==> src/rtl/pdp1_sbr_pkg.sv <==
// Shared definitions for the PDP-1 sequence-break responder: FSM state
// encodings, save-area offsets and the packing of the saved PC/status word.
package pdp1_sbr_pkg;

    // Break-cycle sequencer states
    typedef enum logic [2:0] {
        S_IDLE = 3'd0,
        S_AC   = 3'd1,
        S_PC   = 3'd2,
        S_IO   = 3'd3,
        S_JMP  = 3'd4
    } sbr_state_e;

    // Offsets from the save-area base
    localparam logic [0:11] OFF_AC  = 12'd0;
    localparam logic [0:11] OFF_PC  = 12'd1;
    localparam logic [0:11] OFF_IO  = 12'd2;
    localparam logic [0:11] OFF_VEC = 12'd3;

    // Saved PC word: bit 0 = overflow, bit 1 = extend, bits 6..17 = PC
    function automatic logic [0:17] pc_word(input logic ov, input logic ex,
                                            input logic [0:11] pc);
        return {ov, ex, 4'b0000, pc};
    endfunction

endpackage

==> src/rtl/pdp1_sbr.sv <==
// CPU-side sequence-break responder. On a break request at an instruction
// boundary it stalls the CPU, stores AC, PC/status and IO into the save
// area, loads the PC with the break vector and tracks break-in-progress
// until the CPU reports the return jump.
module pdp1_sbr
    import pdp1_sbr_pkg::*;
#(
    parameter logic [0:11] P_BASE = 12'o0000
) (
    input  logic        i_clk,
    input  logic        i_rst,
    input  logic        sb_ireq,
    output logic        sb_dne,
    output logic        sb_bip,
    input  logic        cpu_ibnd,
    output logic        cpu_hold,
    input  logic        cpu_ret,
    input  logic [0:17] cpu_ac,
    input  logic [0:17] cpu_io,
    input  logic [0:11] cpu_pc,
    input  logic        cpu_ov,
    input  logic        cpu_ex,
    output logic        cpu_pc_ld,
    output logic [0:11] cpu_pc_new,
    output logic        mm_we,
    output logic [0:11] mm_adr,
    output logic [0:17] mm_dout,
    input  logic        mm_ack
);

    sbr_state_e  state_q, state_d;
    logic        bip_q, bip_d;
    logic [0:17] ac_q, io_q;
    logic [0:11] pc_q;
    logic        ov_q, ex_q;
    logic        accept_s;

    // A break is taken only from idle, at a boundary, with no break active
    assign accept_s = (state_q == S_IDLE) & sb_ireq & cpu_ibnd & ~bip_q;
    assign sb_bip   = bip_q;

    // Next-state and break-in-progress logic
    always_comb begin
        state_d = state_q;
        // A return clears the flag; it is already clear outside idle
        if (cpu_ret) begin
            bip_d = 1'b0;
        end else begin
            bip_d = bip_q;
        end
        case (state_q)
            S_IDLE: begin
                if (accept_s) begin
                    state_d = S_AC;
                end else begin
                    state_d = S_IDLE;
                end
            end
            S_AC: begin
                if (mm_ack) begin
                    state_d = S_PC;
                end else begin
                    state_d = S_AC;
                end
            end
            S_PC: begin
                if (mm_ack) begin
                    state_d = S_IO;
                end else begin
                    state_d = S_PC;
                end
            end
            S_IO: begin
                if (mm_ack) begin
                    state_d = S_JMP;
                end else begin
                    state_d = S_IO;
                end
            end
            S_JMP: begin
                state_d = S_IDLE;
                bip_d   = 1'b1;
            end
            default: begin
                state_d = S_IDLE;
                bip_d   = 1'b0;
            end
        endcase
    end

    // Sequencer state and break-in-progress flag registers
    always_ff @(posedge i_clk) begin
        if (i_rst) begin
            state_q <= S_IDLE;
            bip_q   <= 1'b0;
        end else begin
            state_q <= state_d;
            bip_q   <= bip_d;
        end
    end

    // Snapshot of CPU state at acceptance; deliberately survives reset
    always_ff @(posedge i_clk) begin
        if (accept_s && !i_rst) begin
            ac_q <= cpu_ac;
            io_q <= cpu_io;
            pc_q <= cpu_pc;
            ov_q <= cpu_ov;
            ex_q <= cpu_ex;
        end else begin
            ac_q <= ac_q;
            io_q <= io_q;
            pc_q <= pc_q;
            ov_q <= ov_q;
            ex_q <= ex_q;
        end
    end

    // Output decode from state and snapshot; adr/data stay fixed while a write waits
    always_comb begin
        mm_we      = 1'b0;
        mm_adr     = 12'd0;
        mm_dout    = 18'd0;
        cpu_hold   = 1'b0;
        cpu_pc_ld  = 1'b0;
        cpu_pc_new = 12'd0;
        sb_dne     = 1'b0;
        case (state_q)
            S_IDLE: begin
                cpu_hold = 1'b0;
            end
            S_AC: begin
                cpu_hold = 1'b1;
                mm_we    = 1'b1;
                mm_adr   = P_BASE + OFF_AC;
                mm_dout  = ac_q;
            end
            S_PC: begin
                cpu_hold = 1'b1;
                mm_we    = 1'b1;
                mm_adr   = P_BASE + OFF_PC;
                mm_dout  = pc_word(ov_q, ex_q, pc_q);
            end
            S_IO: begin
                cpu_hold = 1'b1;
                mm_we    = 1'b1;
                mm_adr   = P_BASE + OFF_IO;
                mm_dout  = io_q;
            end
            S_JMP: begin
                cpu_hold   = 1'b1;
                cpu_pc_ld  = 1'b1;
                cpu_pc_new = P_BASE + OFF_VEC;
                sb_dne     = 1'b1;
            end
            default: begin
                cpu_hold = 1'b0;
            end
        endcase
    end

endmodule

==> config.mk <==
export PLATFORM = sky130hd
export DESIGN_NAME = pdp1_sbr
export DESIGN_NICKNAME = d
export VERILOG_FILES = /design/src/rtl/pdp1_sbr_pkg.sv /design/src/rtl/pdp1_sbr.sv
export SDC_FILE = /design/constraint.sdc
export NUM_CORES = 1
export LEC_CHECK = 0
export CAP_MARGIN = 20
export CORE_ASPECT_RATIO = 0.8
export CORE_MARGIN = 10
export CORE_UTILIZATION = 45
export CTS_CLUSTER_SIZE = 12
export DETAILED_ROUTE_END_ITERATION = 6
export GPL_TIMING_DRIVEN = 0
export PLACE_DENSITY_LB_ADDON = 0.15
export SYNTH_ARGS = -nofsm -noshare
export SYNTH_HDL_FRONTEND = slang
export SYNTH_SLANG_ARGS = --single-unit
==> constraint.sdc <==
create_clock -name i_clk -period 7.39 [get_ports i_clk]
set_input_delay 1.478 -clock i_clk [delete_from_list [all_inputs] [get_ports i_clk]]
set_output_delay 1.478 -clock i_clk [all_outputs]
set_load 0.02 [all_outputs]
# Word-level counts from Yosys, hierarchy flattened

Index checks and enable logic that the tools add are counted.

Reduce and logical (&&, ||, !) cells: 6
Bitwise logic cells: 4
Muxes and demuxes: 13
Eq/ne operators: 5

Operators with widths:

| kind                                                 | count |
|---|---|
| case mux 18 bit (3 select lines)                     | 1 |
| case mux 3 bit (4 select lines)                      | 1 |
| OR reduction 4 bit                                   | 2 |
| equality test 3 x 2 -> 1 bit (second input constant) | 2 |
| 2-to-1 mux 1 bit                                     | 6 |
| 2-to-1 mux 2 bit                                     | 2 |
| case mux 2 bit (2 select lines)                      | 1 |
| bitwise AND 1 bit                                    | 3 |
| equality test 3 x 1 -> 1 bit (second input constant) | 1 |
| equality test 3 bit (second input constant)          | 1 |
| zero test 3 bit                                      | 1 |
| 2-to-1 mux 3 bit                                     | 1 |
| OR reduction 3 bit                                   | 1 |
| != test 2 x 1 -> 1 bit (second input constant)       | 1 |
| case mux 1 bit (2 select lines)                      | 1 |
| logical AND 1 bit                                    | 1 |
| zero test 1 bit                                      | 1 |
| NOT 1 bit                                            | 1 |

Output and inout bits: 47
Input port bits: 56
Register bits after elaboration: 54
Word-level logic and storage cells: 35

# Logic depth before layout (Yosys ltp)

Word-level depth: 6
Gate-level depth with buffers: 4
Depth with buffers taken out: 3

# Least setup slack after synthesis

No wires, ideal clock.

Path kind: input-to-reg
Start point: in cpu_ibnd
End point: reg ac_q[0] in the netlist's numbering (enable)
Path buffers: 0
Setup slack: 3.237 ns
Data required time: 6.932 ns
Data arrival time: 3.696 ns
Library setup time: 0.458 ns
Stages on the path: 2
Cell sequence: nand4_2 nor2_1

Longest elaborated chain between the ends: 3

RTL lines:

| item                            | RTL line        | source |
|---|---|---|
| from (decl)                     | pdp1_sbr.sv:15  | `input logic cpu_ibnd,` |
| bitwise AND 1 bit (2 in series) | pdp1_sbr.sv:39  | `assign accept_s = (state_q == S_IDLE) & sb_ireq & cpu_ibnd & ~bip_q;` |
| logical AND 1 bit               | pdp1_sbr.sv:104 | `if (accept_s && !i_rst) begin` |
| to (signal assigned)            | pdp1_sbr.sv:105 | `ac_q <= cpu_ac;` |
| to (signal assigned)            | pdp1_sbr.sv:111 | `ac_q <= ac_q;` |
| to (decl)                       | pdp1_sbr.sv:33  | `logic [0:17] ac_q, io_q;` |

No other way between the ends.
A chain may end at the register's enable or synchronous reset.

# Worst setup path after layout

Start point: reg state_q[0]
End point: out mm_dout[1] in the netlist's numbering

Longest elaborated chain between the ends: 2
Elaborated cells on any way between the ends: 4
Those cells by class: eq/ne: 3; mux: 1

RTL lines:

| item                                                                         | RTL line        | source |
|---|---|---|
| from (decl)                                                                  | pdp1_sbr.sv:31  | `sbr_state_e state_q, state_d;` |
| from (signal assigned)                                                       | pdp1_sbr.sv:97  | `state_q <= state_d;` |
| equality test 3 x 2 -> 1 bit or equality test 3 x 1 -> 1 bit (tied branches) | pdp1_sbr.sv:128 | `case (state_q)` |
| case mux 18 bit (3 select lines) *                                           | pdp1_sbr.sv:128 |  |
| to (decl)                                                                    | pdp1_sbr.sv:27  | `output logic [0:17] mm_dout,` |

Mark *: on every way between the ends. The rest lies on a longest branch, timed or not.

==> impl_metrics.ini <==
[run_status]
outcome = finished clean

[pwr]
swShare = 0.230
pwr-share-clk = 0.305
ir_drop_uv = 131
seq_power_share = 0.525
powerDensity_mw_per_mm2 = 193
combPwrFrac = 0.171
switchingPower_uw = 152
p_int_uw = 510
p_leak_uw = 0.00127

[final_layout]
most-common-layout-cells = clkdlybuf4s50_1 (82), edfxtp_1 (50), buf_4 (25)
final_common_cell = clkdlybuf4s50_1
fin_area_sq_mm = 0.00344
synthToLayoutAreaGrowth_pct = 48.4
drive_gt1_frac = 0.207
finalNetCount = 321
antenna_cells = 0
final_core_util = 0.687
stdcell_count = 328

[floorplan]
die-area_sq_mm = 0.00844
coreArea_sq_mm = 0.00501
ios = 103
die_h_um = 84.2
rows = 23
initial_core_util = 0.463
die_w_um = 100

[synth]
synth_mux_area_frac = 0.0913
avgSynthCellArea_sq_um = 14.9
synthArstFlopShare = 0
synth_top_family_by_area = buffers and inverters
syn_area_sq_mm = 0.00232
synth_seq_cells = 54
ys_types = 23
synth_ff_type = edfxtp_1
yosys.area_share.simple = 0.0653
synth_edf_count = 50
synth_cells = 156
synth_compound_area_frac = 0.0540
yosys.area_share.xor_xnor = 0.00756
yosysSeqAreaShare = 0.683
yosys_warnings = 0
synth_fa_ha_area_frac = 0

[clocking]
cts_tree = yes
clockBufferDepth = 2
post_cts_resized = 0
clkTransAtPathRegs_ns = 0.09
cts_sinks = 54
clock_latency_ns = 0.31
cts-hold-fix-buffers = 0
numCtsBuffers = 5
cts_max_level = 2
clock-root-buffer = clkbuf_8
cts_setup_buffers = 0

[global_routing]
grtUsageTotal = 0.127
grt_max_degree = 28
grt_overflow_total = 0
grt_antenna_before_repair = 0
grt_pass1_vias = 1630
grt_pass1_wl_um = 8450

[timing]
finalSetupViolations = 0
hold_viol_final = 0
max_freq_mhz = 274
fin_crit_ns = 3.65
layout_setup_ws_ns = 3.74
maxSlewHeadroom = 0.523
tightest_slew_ns = 0.714
slew_viol_final = 0
fin_crit_sh = 0.494
rsz0062_at_grt = false
tns_ns = 0
worst_clock_skew_ns = 0.00615

[worst_setup_path]
crit_path_start_kind = flip-flop
critPathMaxFanout = 10
worst-setup-path-type = flip-flop to output port
required_ns = 5.91
cp_data_arrival_time_ns = 2.18
r2r_start = state_q[0]
worstSetupStartpoint = state_q[0]
cp-end-kind = output port

[job]
cap_violations = 0

[drt]
drtPass1Iterations = 4
via_per_inst = 4.61
route.detailed.wl_per_inst_um = 16.3
ant_nets = 0
drt_iter0_markers = 46
finalWirelength_um = 5330
vias = 1511
drc = 0

[placed_design]
portBuffers = 82
dp_hpwl_um = 4080
gp_congestion = 0.691
placed_area_sq_mm = 0.00332
dp.cells = 320
post-place-ws_ns = 4.09

[min_path]
min_from = sb_bip
hp-class = flip-flop to flip-flop
## cell type report
cell class | instances | area, sq um
Buffer | 30 | 223
Clock buffer | 5 | 68.8
Clock inverter | 3 | 48.8
Fill cell | 356 | 1570
Inverter | 1 | 3.75
Multi-Input combinational cell | 90 | 588
Sequential cell | 54 | 1580
Tap cell | 62 | 77.6
Timing Repair Buffer | 83 | 848
## state kept, by name, summed over array words and instances (netlist names)
name and count:
ac_q 18, ex_q 1, io_q 18, ov_q 1, pc_q 12, sb_bip 1
state_q 3
## per-stage QoR
stage               total power, uW  hold slack (ns)
global route                    695            0.641
floorplan                       412            0.555
detailed placement              467            0.549
global placement                465            0.512
finish                          662            0.580
CTS                             669            0.576
## routing by layer
metal | up-vias | GRT usage | share of wire | routed length, um
met5 | - | 0 | 0 | 0
met1 | 683 | 0.138 | 0.38 | 2020
met4 | 0 | 0.0295 | 0.0043 | 23
met2 | 80 | 0.202 | 0.48 | 2560
met3 | 4 | 0.0844 | 0.14 | 731
li1 | 744 | - | - | -
## synthesized netlist by cell type (2+ instances only)
| library cell | n | area, sq um |
|---|---|---|
| mux2i_1 | 5 | 50.1 |
| xnor2_1 | 2 | 17.5 |
| mux2_2 | 13 | 146 |
| buf_6 | 2 | 22.5 |
| dfxtp_1 | 4 | 80.1 |
| clkbuf_1 | 2 | 7.51 |
| buf_4 | 25 | 188 |
| nor3_1 | 2 | 10.0 |
| a22oi_1 | 15 | 113 |
| edfxtp_1 | 50 | 1500 |
| nor2_1 | 24 | 90.1 |
## cells by family after synthesis
kind of cell / Yosys count
compound gates: 16
simple gates: 33
other cells: 1
buf+inv: 31
flops: 54
mux: 19
xor+xnor: 2
## worst max-delay path, cell delays in order (launching register included)
cell and delay [ns]:
dfxtp_1 0.34, buf_4 0.18, clkbuf_1 0.41, a22oi_1 0.15, nor2_1 0.13, clkdlybuf4s50_1 0.65
## power groups by stage
stage	Combinational, uW	Clock, uW	Sequential, uW
2_1_floorplan	56.9	0	355
3_3_place_gp	110	0	355
3_5_place_dp	113	0	354
4_1_cts	113	208	347
5_1_grt	122	225	348
6_report	113	202	347
## worst paths after layout
kind | end | slack [ns] | cells after the start
worst max register to register | ac_q[10] | 5.34 | 5
worst min-delay path | sb_bip | 0.58 | 2
worst min register to register | sb_bip | 0.58 | 2
worst max-delay path | mm_dout[1] | 3.74 | 5
Power figures use the tool's default switching activity.
